`config.mk`:
```
export PLATFORM = sky130hd
export DESIGN_NAME = pipe_ctrl_flat
export DESIGN_NICKNAME = d
export VERILOG_FILES = /design/src/rtl/pipe_ctrl_if.sv /design/src/rtl/pipe_ctrl.sv /design/src/flat_wrapper.sv
export SDC_FILE = /design/constraint.sdc
export NUM_CORES = 1
export LEC_CHECK = 0
export ABC_CLOCK_PERIOD_IN_PS = 3100
export BUFFER_PORTS_ARGS = -buffer_cell sky130_fd_sc_hd__buf_2
export CAP_MARGIN = 20
export CORE_AREA = 2 2 105 107
export DETAILED_ROUTE_END_ITERATION = 7
export DIE_AREA = 0 0 107 109
export PLACE_DENSITY = 0.87
export SYNTH_ARGS = -nofsm -noshare
export SYNTH_HDL_FRONTEND = slang
export SYNTH_SLANG_ARGS = --single-unit
export TNS_END_PERCENT = 10
```
`constraint.sdc`:
```
create_clock -name clk -period 3.1 [get_ports clk]
set_input_delay 0.155 -clock clk [delete_from_list [all_inputs] [get_ports clk]]
set_output_delay 0.155 -clock clk [all_outputs]
set_load 0.005 [all_outputs]
```
`src/rtl/pipe_ctrl_if.sv`:
```
// Control bundle between the RV32I pipeline and its sequencing controller.
// The pipeline is the master: it drives the hazard/bus status and receives the hold/flush controls.
interface pipe_ctrl_if;
    logic        jump_en_in;
    logic [31:0] jump_addr_in;
    logic        ex_load_in;
    logic [4:0]  ex_rd_addr_in;
    logic [4:0]  rs1_addr_in;
    logic [4:0]  rs2_addr_in;
    logic        bus_req_in;
    logic        bus_ack_in;
    logic        pc_hold_out;
    logic        if_id_hold_out;
    logic        if_id_flush_out;
    logic        id_ex_hold_out;
    logic        id_ex_flush_out;
    logic        pc_jump_en_out;
    logic [31:0] pc_jump_addr_out;
    logic        boot_busy_out;
    logic        bus_err_out;
    logic [31:0] stall_cnt_out;
    logic [31:0] flush_cnt_out;

    modport master (
        output jump_en_in, jump_addr_in, ex_load_in, ex_rd_addr_in, rs1_addr_in, rs2_addr_in,
               bus_req_in, bus_ack_in,
        input  pc_hold_out, if_id_hold_out, if_id_flush_out, id_ex_hold_out, id_ex_flush_out,
               pc_jump_en_out, pc_jump_addr_out, boot_busy_out, bus_err_out, stall_cnt_out,
               flush_cnt_out
    );

    modport slave (
        input  jump_en_in, jump_addr_in, ex_load_in, ex_rd_addr_in, rs1_addr_in, rs2_addr_in,
               bus_req_in, bus_ack_in,
        output pc_hold_out, if_id_hold_out, if_id_flush_out, id_ex_hold_out, id_ex_flush_out,
               pc_jump_en_out, pc_jump_addr_out, boot_busy_out, bus_err_out, stall_cnt_out,
               flush_cnt_out
    );
endinterface

```
`src/rtl/pipe_ctrl.sv`:
```
// Pipeline sequencing controller: boot hold, load-use stalls, data-bus wait with timeout,
// and jump redirect with multi-cycle if_id flush. Controls are combinational from state.
module pipe_ctrl #(
    parameter int unsigned BOOT_CYCLES  = 4,
    parameter int unsigned FLUSH_CYCLES = 1,
    parameter int unsigned BUS_TIMEOUT  = 16
) (
    input logic        clk,
    input logic        rst_n,
    pipe_ctrl_if.slave ctrl
);
    localparam int unsigned BootW  = (BOOT_CYCLES > 1) ? $clog2(BOOT_CYCLES) : 1;
    localparam int unsigned FlushW = (FLUSH_CYCLES > 0) ? $clog2(FLUSH_CYCLES + 1) : 1;
    localparam int unsigned TmoW   = (BUS_TIMEOUT > 0) ? $clog2(BUS_TIMEOUT + 1) : 1;
    localparam logic [BootW-1:0]  BootLast  = BootW'(BOOT_CYCLES - 1);
    localparam logic [FlushW-1:0] FlushLoad = FlushW'(FLUSH_CYCLES);
    localparam logic [TmoW-1:0]   TmoMax    = TmoW'(BUS_TIMEOUT);
    localparam logic [31:0]       CntMax    = 32'hFFFF_FFFF;

    typedef enum logic [1:0] {StBoot, StRun, StBusWait, StFlush} state_e;

    state_e             state_q, ctx_q, ctx;
    logic [BootW-1:0]   boot_cnt_q;
    logic [FlushW-1:0]  fl_left_q;
    logic [TmoW-1:0]    tmo_cnt_q;
    logic [31:0]        jump_addr_q;
    logic               bus_err_q;
    logic [31:0]        stall_cnt_q;
    logic [31:0]        flush_cnt_q;

    logic boot, bus_stall, timeout, hold_bus, take_jump, load_use, in_flush, rd_match;

    always_comb begin
        boot      = (state_q == StBoot);
        bus_stall = ctrl.bus_req_in && !ctrl.bus_ack_in;
        timeout   = (state_q == StBusWait) && bus_stall && (tmo_cnt_q == TmoMax);
        // While waiting, behave as the interrupted context once the wait ends; a timeout drops to RUN.
        ctx       = state_q;
        if (state_q == StBusWait) ctx = timeout ? StRun : ctx_q;
        hold_bus  = !boot && bus_stall && !timeout;
        take_jump = !boot && !hold_bus && ctrl.jump_en_in;
        rd_match  = (ctrl.ex_rd_addr_in != 5'd0) &&
                    (((ctrl.rs1_addr_in != 5'd0) && (ctrl.rs1_addr_in == ctrl.ex_rd_addr_in)) ||
                     ((ctrl.rs2_addr_in != 5'd0) && (ctrl.rs2_addr_in == ctrl.ex_rd_addr_in)));
        load_use  = !boot && !hold_bus && !ctrl.jump_en_in && (ctx == StRun) &&
                    ctrl.ex_load_in && rd_match;
        in_flush  = !boot && !hold_bus && (ctx == StFlush);
    end

    assign ctrl.pc_hold_out      = boot || hold_bus || load_use;
    assign ctrl.if_id_hold_out   = hold_bus || load_use;
    assign ctrl.if_id_flush_out  = boot || take_jump || in_flush;
    assign ctrl.id_ex_hold_out   = hold_bus;
    assign ctrl.id_ex_flush_out  = boot || take_jump || load_use;
    assign ctrl.pc_jump_en_out   = take_jump;
    assign ctrl.pc_jump_addr_out = boot ? 32'd0 : (take_jump ? ctrl.jump_addr_in : jump_addr_q);
    assign ctrl.boot_busy_out    = boot;
    assign ctrl.bus_err_out      = bus_err_q;
    assign ctrl.stall_cnt_out    = stall_cnt_q;
    assign ctrl.flush_cnt_out    = flush_cnt_q;

    always_ff @(posedge clk or negedge rst_n) begin
        if (!rst_n) begin
            state_q     <= StBoot;
            ctx_q       <= StRun;
            boot_cnt_q  <= '0;
            fl_left_q   <= '0;
            tmo_cnt_q   <= '0;
            jump_addr_q <= '0;
            bus_err_q   <= 1'b0;
            stall_cnt_q <= '0;
            flush_cnt_q <= '0;
        end else begin
            if ((hold_bus || load_use) && (stall_cnt_q != CntMax)) stall_cnt_q <= stall_cnt_q + 32'd1;
            if (take_jump) begin
                jump_addr_q <= ctrl.jump_addr_in;
                if (flush_cnt_q != CntMax) flush_cnt_q <= flush_cnt_q + 32'd1;
            end
            if (timeout) bus_err_q <= 1'b1;

            if (boot) begin
                if (boot_cnt_q == BootLast) state_q <= StRun;
                else boot_cnt_q <= boot_cnt_q + BootW'(1);
            end else if (hold_bus) begin
                if (state_q != StBusWait) begin
                    ctx_q     <= state_q;
                    tmo_cnt_q <= TmoW'(1);
                    state_q   <= StBusWait;
                end else begin
                    tmo_cnt_q <= tmo_cnt_q + TmoW'(1);
                end
            end else begin
                tmo_cnt_q <= '0;
                if (take_jump) begin
                    fl_left_q <= FlushLoad;
                    state_q   <= (FLUSH_CYCLES == 0) ? StRun : StFlush;
                end else if (ctx == StFlush) begin
                    if (fl_left_q <= FlushW'(1)) begin
                        fl_left_q <= '0;
                        state_q   <= StRun;
                    end else begin
                        fl_left_q <= fl_left_q - FlushW'(1);
                        state_q   <= StFlush;
                    end
                end else begin
                    state_q <= StRun;
                end
            end
        end
    end
endmodule

```
`src/flat_wrapper.sv`:
```
// flat-port wrapper written by rule: the top's interface ports become plain ports
module pipe_ctrl_flat 
#(
    parameter int unsigned BOOT_CYCLES  = 4,
    parameter int unsigned FLUSH_CYCLES = 1,
    parameter int unsigned BUS_TIMEOUT  = 16
)
  (clk, rst_n, ctrl_jump_en_in, ctrl_jump_addr_in, ctrl_ex_load_in, ctrl_ex_rd_addr_in, ctrl_rs1_addr_in, ctrl_rs2_addr_in, ctrl_bus_req_in, ctrl_bus_ack_in, ctrl_pc_hold_out, ctrl_if_id_hold_out, ctrl_if_id_flush_out, ctrl_id_ex_hold_out, ctrl_id_ex_flush_out, ctrl_pc_jump_en_out, ctrl_pc_jump_addr_out, ctrl_boot_busy_out, ctrl_bus_err_out, ctrl_stall_cnt_out, ctrl_flush_cnt_out);
  pipe_ctrl_if ctrl_i ();
  input logic clk;
  input logic rst_n;
  input wire logic [$bits(ctrl_i.jump_en_in)-1:0] ctrl_jump_en_in;
  input wire logic [$bits(ctrl_i.jump_addr_in)-1:0] ctrl_jump_addr_in;
  input wire logic [$bits(ctrl_i.ex_load_in)-1:0] ctrl_ex_load_in;
  input wire logic [$bits(ctrl_i.ex_rd_addr_in)-1:0] ctrl_ex_rd_addr_in;
  input wire logic [$bits(ctrl_i.rs1_addr_in)-1:0] ctrl_rs1_addr_in;
  input wire logic [$bits(ctrl_i.rs2_addr_in)-1:0] ctrl_rs2_addr_in;
  input wire logic [$bits(ctrl_i.bus_req_in)-1:0] ctrl_bus_req_in;
  input wire logic [$bits(ctrl_i.bus_ack_in)-1:0] ctrl_bus_ack_in;
  output wire logic [$bits(ctrl_i.pc_hold_out)-1:0] ctrl_pc_hold_out;
  output wire logic [$bits(ctrl_i.if_id_hold_out)-1:0] ctrl_if_id_hold_out;
  output wire logic [$bits(ctrl_i.if_id_flush_out)-1:0] ctrl_if_id_flush_out;
  output wire logic [$bits(ctrl_i.id_ex_hold_out)-1:0] ctrl_id_ex_hold_out;
  output wire logic [$bits(ctrl_i.id_ex_flush_out)-1:0] ctrl_id_ex_flush_out;
  output wire logic [$bits(ctrl_i.pc_jump_en_out)-1:0] ctrl_pc_jump_en_out;
  output wire logic [$bits(ctrl_i.pc_jump_addr_out)-1:0] ctrl_pc_jump_addr_out;
  output wire logic [$bits(ctrl_i.boot_busy_out)-1:0] ctrl_boot_busy_out;
  output wire logic [$bits(ctrl_i.bus_err_out)-1:0] ctrl_bus_err_out;
  output wire logic [$bits(ctrl_i.stall_cnt_out)-1:0] ctrl_stall_cnt_out;
  output wire logic [$bits(ctrl_i.flush_cnt_out)-1:0] ctrl_flush_cnt_out;
  assign ctrl_i.jump_en_in = ctrl_jump_en_in;
  assign ctrl_i.jump_addr_in = ctrl_jump_addr_in;
  assign ctrl_i.ex_load_in = ctrl_ex_load_in;
  assign ctrl_i.ex_rd_addr_in = ctrl_ex_rd_addr_in;
  assign ctrl_i.rs1_addr_in = ctrl_rs1_addr_in;
  assign ctrl_i.rs2_addr_in = ctrl_rs2_addr_in;
  assign ctrl_i.bus_req_in = ctrl_bus_req_in;
  assign ctrl_i.bus_ack_in = ctrl_bus_ack_in;
  assign ctrl_pc_hold_out = ctrl_i.pc_hold_out;
  assign ctrl_if_id_hold_out = ctrl_i.if_id_hold_out;
  assign ctrl_if_id_flush_out = ctrl_i.if_id_flush_out;
  assign ctrl_id_ex_hold_out = ctrl_i.id_ex_hold_out;
  assign ctrl_id_ex_flush_out = ctrl_i.id_ex_flush_out;
  assign ctrl_pc_jump_en_out = ctrl_i.pc_jump_en_out;
  assign ctrl_pc_jump_addr_out = ctrl_i.pc_jump_addr_out;
  assign ctrl_boot_busy_out = ctrl_i.boot_busy_out;
  assign ctrl_bus_err_out = ctrl_i.bus_err_out;
  assign ctrl_stall_cnt_out = ctrl_i.stall_cnt_out;
  assign ctrl_flush_cnt_out = ctrl_i.flush_cnt_out;
  pipe_ctrl #(.BOOT_CYCLES(BOOT_CYCLES), .FLUSH_CYCLES(FLUSH_CYCLES), .BUS_TIMEOUT(BUS_TIMEOUT)) u_core (.clk(clk), .rst_n(rst_n), .ctrl(ctrl_i));
endmodule
```
======== Yosys cells after proc, flatten, opt, wreduce, memory -nomap -nowiden ========
Cells that the tools add are included.
word-level totals
  output and inout bits ................... 104
  word-level logic and storage cells ...... 84
  bits of input ports ..................... 53
  bits in registers ....................... 109
cells by class
  reductions and logical operators ........ 38
  bitwise operators ....................... 3
  $add $sub $neg .......................... 5
  multiplexer cells ....................... 16
  equality and inequality tests ........... 12
  magnitude comparators ................... 1
operator list
  cell                                                                   count
  32-bit by 1-bit adder with 32-bit output, second input constant        2
  32-bit 2-to-1 mux                                                      2
  32-bit != test, second input constant                                  2
  2-bit 2-to-1 mux                                                       9
  1-bit logical AND                                                      16
  5-bit nonzero test                                                     3
  5-bit equality test                                                    2
  5-bit 2-to-1 mux                                                       2
  1-bit logical OR                                                       7
  2-bit equality test, second input constant                             3
  2-bit AND reduction                                                    3
  3-bit AND reduction                                                    2
  5-bit by 1-bit adder with 5-bit output, second input constant          1
  5-bit equality test, second input constant                             1
  1-bit logical NOT                                                      5
  2-bit != test, second input constant                                   2
  1-bit 2-to-1 mux                                                       3
  3-bit by 2-bit != test with 1-bit output, second input constant        1
  1-bit inverter                                                         3
  2-bit by 1-bit adder with 2-bit output, second input constant          1
  2-bit by 1-bit equality test with 1-bit output, second input constant  1
  2-bit logical NOT                                                      1
  2-bit nonzero test                                                     1
  1-bit less-or-equal comparator, second input constant                  1
  1-bit subtractor, second input constant                                1

======== Depth between registers and ports, before layout ========
  word-level depth ........................ 14
  mapped depth ............................ 11
  gate-level depth less buffers ........... 10

======== Least setup slack after synthesis ========
Ideal clock, no wire load.
  path kind ............................... flip-flop to flip-flop
  start ................................... register u_core.tmo_cnt_q[0]
  end ..................................... register u_core.stall_cnt_q[15] (netlist: u_core.ctrl.stall_cnt_out[15])
  clock period less this slack ............ 2209 ps
  buffers on the path ..................... 2
  data arrival time ....................... 2072 ps
  stages on the path, launching flop included .. 11
  data required time ...................... 2963 ps
  library setup time ...................... 137 ps
  setup slack ............................. 891 ps
  path through ............................ dfrtp_1 inv_1 ha_1 and4bb_2 nand4_1 a211o_1 o21a_1 buf_6 buf_6 o41ai_1 o31ai_1
on the way
  word-level cells in the longest chain between the ends .. 12
  elaborated cells between the ends (all ways) .. 15
  classes of those cells .................. eq/ne: 2; mux: 2; reduce/logical: 11
RTL lines
  element                                                                   RTL line         RTL
  start: declaration                                                        pipe_ctrl.sv:25  logic [TmoW-1:0] tmo_cnt_q;
  start signal: assignment                                                  pipe_ctrl.sv:87  tmo_cnt_q <= TmoW'(1);
  start signal: assignment                                                  pipe_ctrl.sv:90  tmo_cnt_q <= tmo_cnt_q + TmoW'(1);
  5-bit equality test *                                                     pipe_ctrl.sv:36  timeout = (state_q == StBusWait) && bus_stall && (tmo_cnt_q == TmoMax);
  1-bit logical AND *                                                       pipe_ctrl.sv:36
  parallel branches: the longest is 8 deep, another holds 2-bit 2-to-1 mux  n/a
  1-bit logical OR *                                                        pipe_ctrl.sv:74  if ((hold_bus || load_use) && (stall_cnt_q != CntMax)) stall_cnt_q <= stall_cnt_q + 32'd1;
  1-bit logical AND *                                                       pipe_ctrl.sv:74
  end signal: assignment                                                    pipe_ctrl.sv:74
  end: declaration                                                          pipe_ctrl.sv:28  logic [31:0] stall_cnt_q;
Every way passes the cells marked *.
A chain may end at the register's enable or synchronous reset.

======== Worst setup path after layout ========
  start ................................... register u_core.tmo_cnt_q[0]
  end ..................................... output port ctrl_pc_jump_addr_out[23]
on the way
  word-level cells in the longest chain between the ends .. 9
RTL lines
  element                          RTL line            RTL
  5-bit equality test              pipe_ctrl.sv:36
  1-bit logical AND                pipe_ctrl.sv:36
  1-bit logical NOT                pipe_ctrl.sv:40     hold_bus = !boot && bus_stall && !timeout;
  1-bit logical AND                pipe_ctrl.sv:40
  1-bit logical NOT                pipe_ctrl.sv:41     take_jump = !boot && !hold_bus && ctrl.jump_en_in;
  1-bit logical AND (2 in series)  pipe_ctrl.sv:41
  32-bit 2-to-1 mux (2 in series)  pipe_ctrl.sv:56     assign ctrl.pc_jump_addr_out = boot ? 32'd0 : (take_jump ? ctrl.jump_addr_in : jump_addr_q);
  end: declaration                 flat_wrapper.sv:26  output wire logic [$bits(ctrl_i.pc_jump_addr_out)-1:0] ctrl_pc_jump_addr_out;
Every way passes these cells.

==> run_results.csv <==
group,metric,value,unit
routing,drtIter0Drc,345,
yosys,synth_largest_area_cell,"dfrtp_1",
yosys,yosys-top-cells-area,"dfrtp_1, nand2_1, xor2_1",
clock_tree,cts-root-buf,"clkbuf_8",
timing,slew_viol_final,0,
yosys,synth_compound_area_share,5.13,%
layout,drive_gt1_share,26.9,%
placed_design,dp.cells,847,
critical_path,crit_fanout,26,
global_route,grt_max_degree,85,
layout,ff_latch_area,2700,µm²
yosys,yosysSeqAreaShare,50.1,%
timing,fmax,0.345,GHz
pwr,power.density,511,nW/µm²
clock_tree,clk_pin_slew,0.11,ns
timing,hold_viol,1,
critical_path,worstSetupEndpointType,"primary output",
yosys,synth_fa_ha_area_share,1.16,%
global_route,grt_pass1_wl,22100,µm
yosys,synth_edf_count,0,
clock_tree,cts_buffers,9,
floorplanning,die_x,107,µm
routing,drc,0,
critical_path,criticalPathCategory,"flop to primary output",
floorplanning,coreArea,10600,µm²
pwr,p_total,0.00353,W
global_route,antenna_found_initial,0,
timing,fin_hold_ws,-0.00264,ns
pwr,ir_drop,338,µV
global_route,grt_pass1_vias,4692,
placed_design,dp_slack,0.359,ns
yosys,synth_xor_area_share,9.90,%
routing,wl_per_cell,15.3,µm
yosys,synth_top_family_by_area,"simple AND/OR/NAND/NOR gates",
clock_tree,cts.path.max_buffers,2,
yosys,yosys.area.top_type_share,49.6,%
placed_design,gp_congestion,0.890,
clock_tree,cts.sinks,108,
yosys,synth.area.mux_share,1.46,%
clock_tree,clkLatencyLatePin,0.39,ns
yosys,synth_top_flop_cell,"dfrtp_1",
timing,finalCritPeriodShare,93.5,%
floorplanning,die_h,109,µm
timing,finalSetupTns,0,ns
routing,vias_per_cell,5.49,
layout,n_fill_cell,808,
timing,layout_min_cycle_time,2.90,ns
yosys,ys_types,52,
yosys,synth_common_cells,"nand2_1, dfrtp_1, xor2_1, and2_1, nand3_1",
critical_path,required,2.94,ns
timing,rsz0062_at_grt,"no",
job,maxCapViolCount,0,
yosys,synthCells,561,
yosys,syn_area_per_cell,9.61,µm²
floorplanning,dieArea,11700,µm²
placed_design,portBuffers,156,
yosys,yosysMostFrequentCell,"nand2_1",
routing,drt_wl_total,13700,µm
placed_design,dp_hpwl,9510,µm
run_status,run_status,"finished with violations",
layout,layout.cells.non_filler,895,
run_status,failed_checks,"hold timing",
routing,final_antenna_net_count,0,
timing,setup_viol,0,
clock_tree,cts_tree,"built",
layout,area.growth.synth_to_final,28.0,%
clock_tree,cts_setup_buffers,0,
floorplanning,rows,38,
global_route,track_usage,23.7,%
timing,worst_slack,0.201,ns
layout,multi_input_area,2550,µm²
yosys,synth_seq_cells,108,
yosys,synth-async-reset-ratio,100,%
timing,worstMarginPinSlew,0.904,ns
critical_path,start_kind,"flop",
layout,final_net_count,808,
global_route,overflow,0,
layout,antennaDiodeCount,0,
floorplanning,ios,157,
pwr,p_leak,3.60,nW
yosys,synth_simple_gate_area_share,29.6,%
yosys,yosys_warnings,0,
floorplanning,initial_core_util,50.9,%
clock_tree,htree_num_levels,3,
routing,vias,4918,
timing,max_slew_margin,39.3,%
critical_path,crit_arrival,2.74,ns
yosys,syn-num-nets,619,
timing,finalClockSkew,0.0211,ns
routing,firstDrtPassIters,5,
hold_path,min_path_type,"primary input to flop",
yosys,syn-cell-area,5390,µm²
## worst max-delay path: stages (launching register included)
cell	delay (ns)
dfrtp_1	0.43
inv_1	0.07
ha_1	0.19
and4bb_2	0.26
a21oi_1	0.15
or2_1	0.23
clkinvlp_4	0.25
buf_4	0.28
nand2_1	0.10
nand2_1	0.09
and2_1	0.17
buf_2	0.13
## cell type report
cell class / instances / share of cell area [%]
clock buffer: 9 / 1.79
clock inverter: 7 / 1.88
inverter: 11 / 0.652
multi-input combinational: 424 / 36.9
sequential: 108 / 39.1
tap: 140 / 2.54
timing repair buffer: 196 / 17.1
## registers in the layout (all words and copies together), names as in the netlist
| register | flops |
|---|---|
| u_core.boot_cnt_q | 2 |
| u_core.ctrl.bus_err_out | 1 |
| u_core.ctrl.flush_cnt_out | 32 |
| u_core.ctrl.stall_cnt_out | 32 |
| u_core.ctx_q | 2 |
| u_core.jump_addr_q | 32 |
| u_core.state_q | 2 |
| u_core.tmo_cnt_q | 5 |
## layout by cell type (no fill, tap or decap), types with 5 or more instances in the layout
cell           count
and2_1            35
o31ai_1            8
clkbuf_8           9
xor2_1            43
and4_1             8
o41ai_1            7
nor4_1             8
nor3_1            14
o21ai_0           11
nor2b_1            5
dfrtp_1          107
buf_4              9
buf_2            155
inv_1              9
nand3_1           27
nand2_1          137
mux2_2             6
nand4_1           23
and3_1            12
nor2_1            22
xnor2_1           18
ha_1               5
dlygate4sd3_1     31
## layer usage
| metal | up-vias | part of all wire (%) | track usage [%] |
|---|---|---|---|
| met5 | - | 0 | 0 |
| met4 | 0 | 1.8 | 7.51 |
| met3 | 31 | 6.3 | 4.72 |
| met2 | 224 | 50 | 41.4 |
| met1 | 2369 | 42 | 29.9 |
| li1 | 2294 | - | - |
## cell families (layout without fill, tap and decap cells)
family,count (synthesis),in the layout
buffers and inverters,29,223
AND/OR/NAND/NOR,311,311
multiplexers,7,7
AO/OA/AOI/OAI,40,40
flip-flops,108,108
adder cells (fa/ha/maj),5,5
XOR/XNOR,61,61
## final timing paths
kind / start / to / slack (ns) / cells after the start
max: u_core.tmo_cnt_q[0] / ctrl_pc_jump_addr_out[23] / 0.20 / 11
min: ctrl_jump_addr_in[26] / u_core.jump_addr_q[26] / -0.003 / 3
max reg2reg: u_core.tmo_cnt_q[0] / u_core.ctrl.stall_cnt_out[21] / 0.27 / 9
min reg2reg: u_core.jump_addr_q[5] / u_core.jump_addr_q[5] / 0.47 / 2
max in group asynchronous: rst_n / u_core.ctrl.stall_cnt_out[0] / 2.10 / 4
min in group asynchronous: rst_n / u_core.ctrl.flush_cnt_out[15] / 0.14 / 2
## stage by stage
step / hold slack (ns) / cell area (µm²) / utilization, %
CTS: 0.00577 / 6880 / 64.8
global route: 0.0141 / 6910 / 65.1
detailed placement: 0.363 / 6310 / 59.5
finish: -0.00264 / 6910 / 65.1
global placement: 0.360 / 6310 / 59.5
floorplan: -0.141 / 5390 / -
## what timing repair did
| item | 4_1_cts | 5_1_grt |
|---|---|---|
| hold buffers | 31 | 0 |
| gates resized for setup | 0 | 1 |
| endpoints found under the setup margin | 0 | 4 |
| endpoints found under the hold margin | 56 | 0 |
## power breakdown
group	leakage (nW)	internal [W]	switching [W]
sequential	1.41	0.00158	0.000143
combinational	2.05	0.000357	0.000381
clock	0.128	0.000552	0.000516
total	3.60	0.00249	0.00104
No activity file was read; power rests on OpenSTA's default activity.
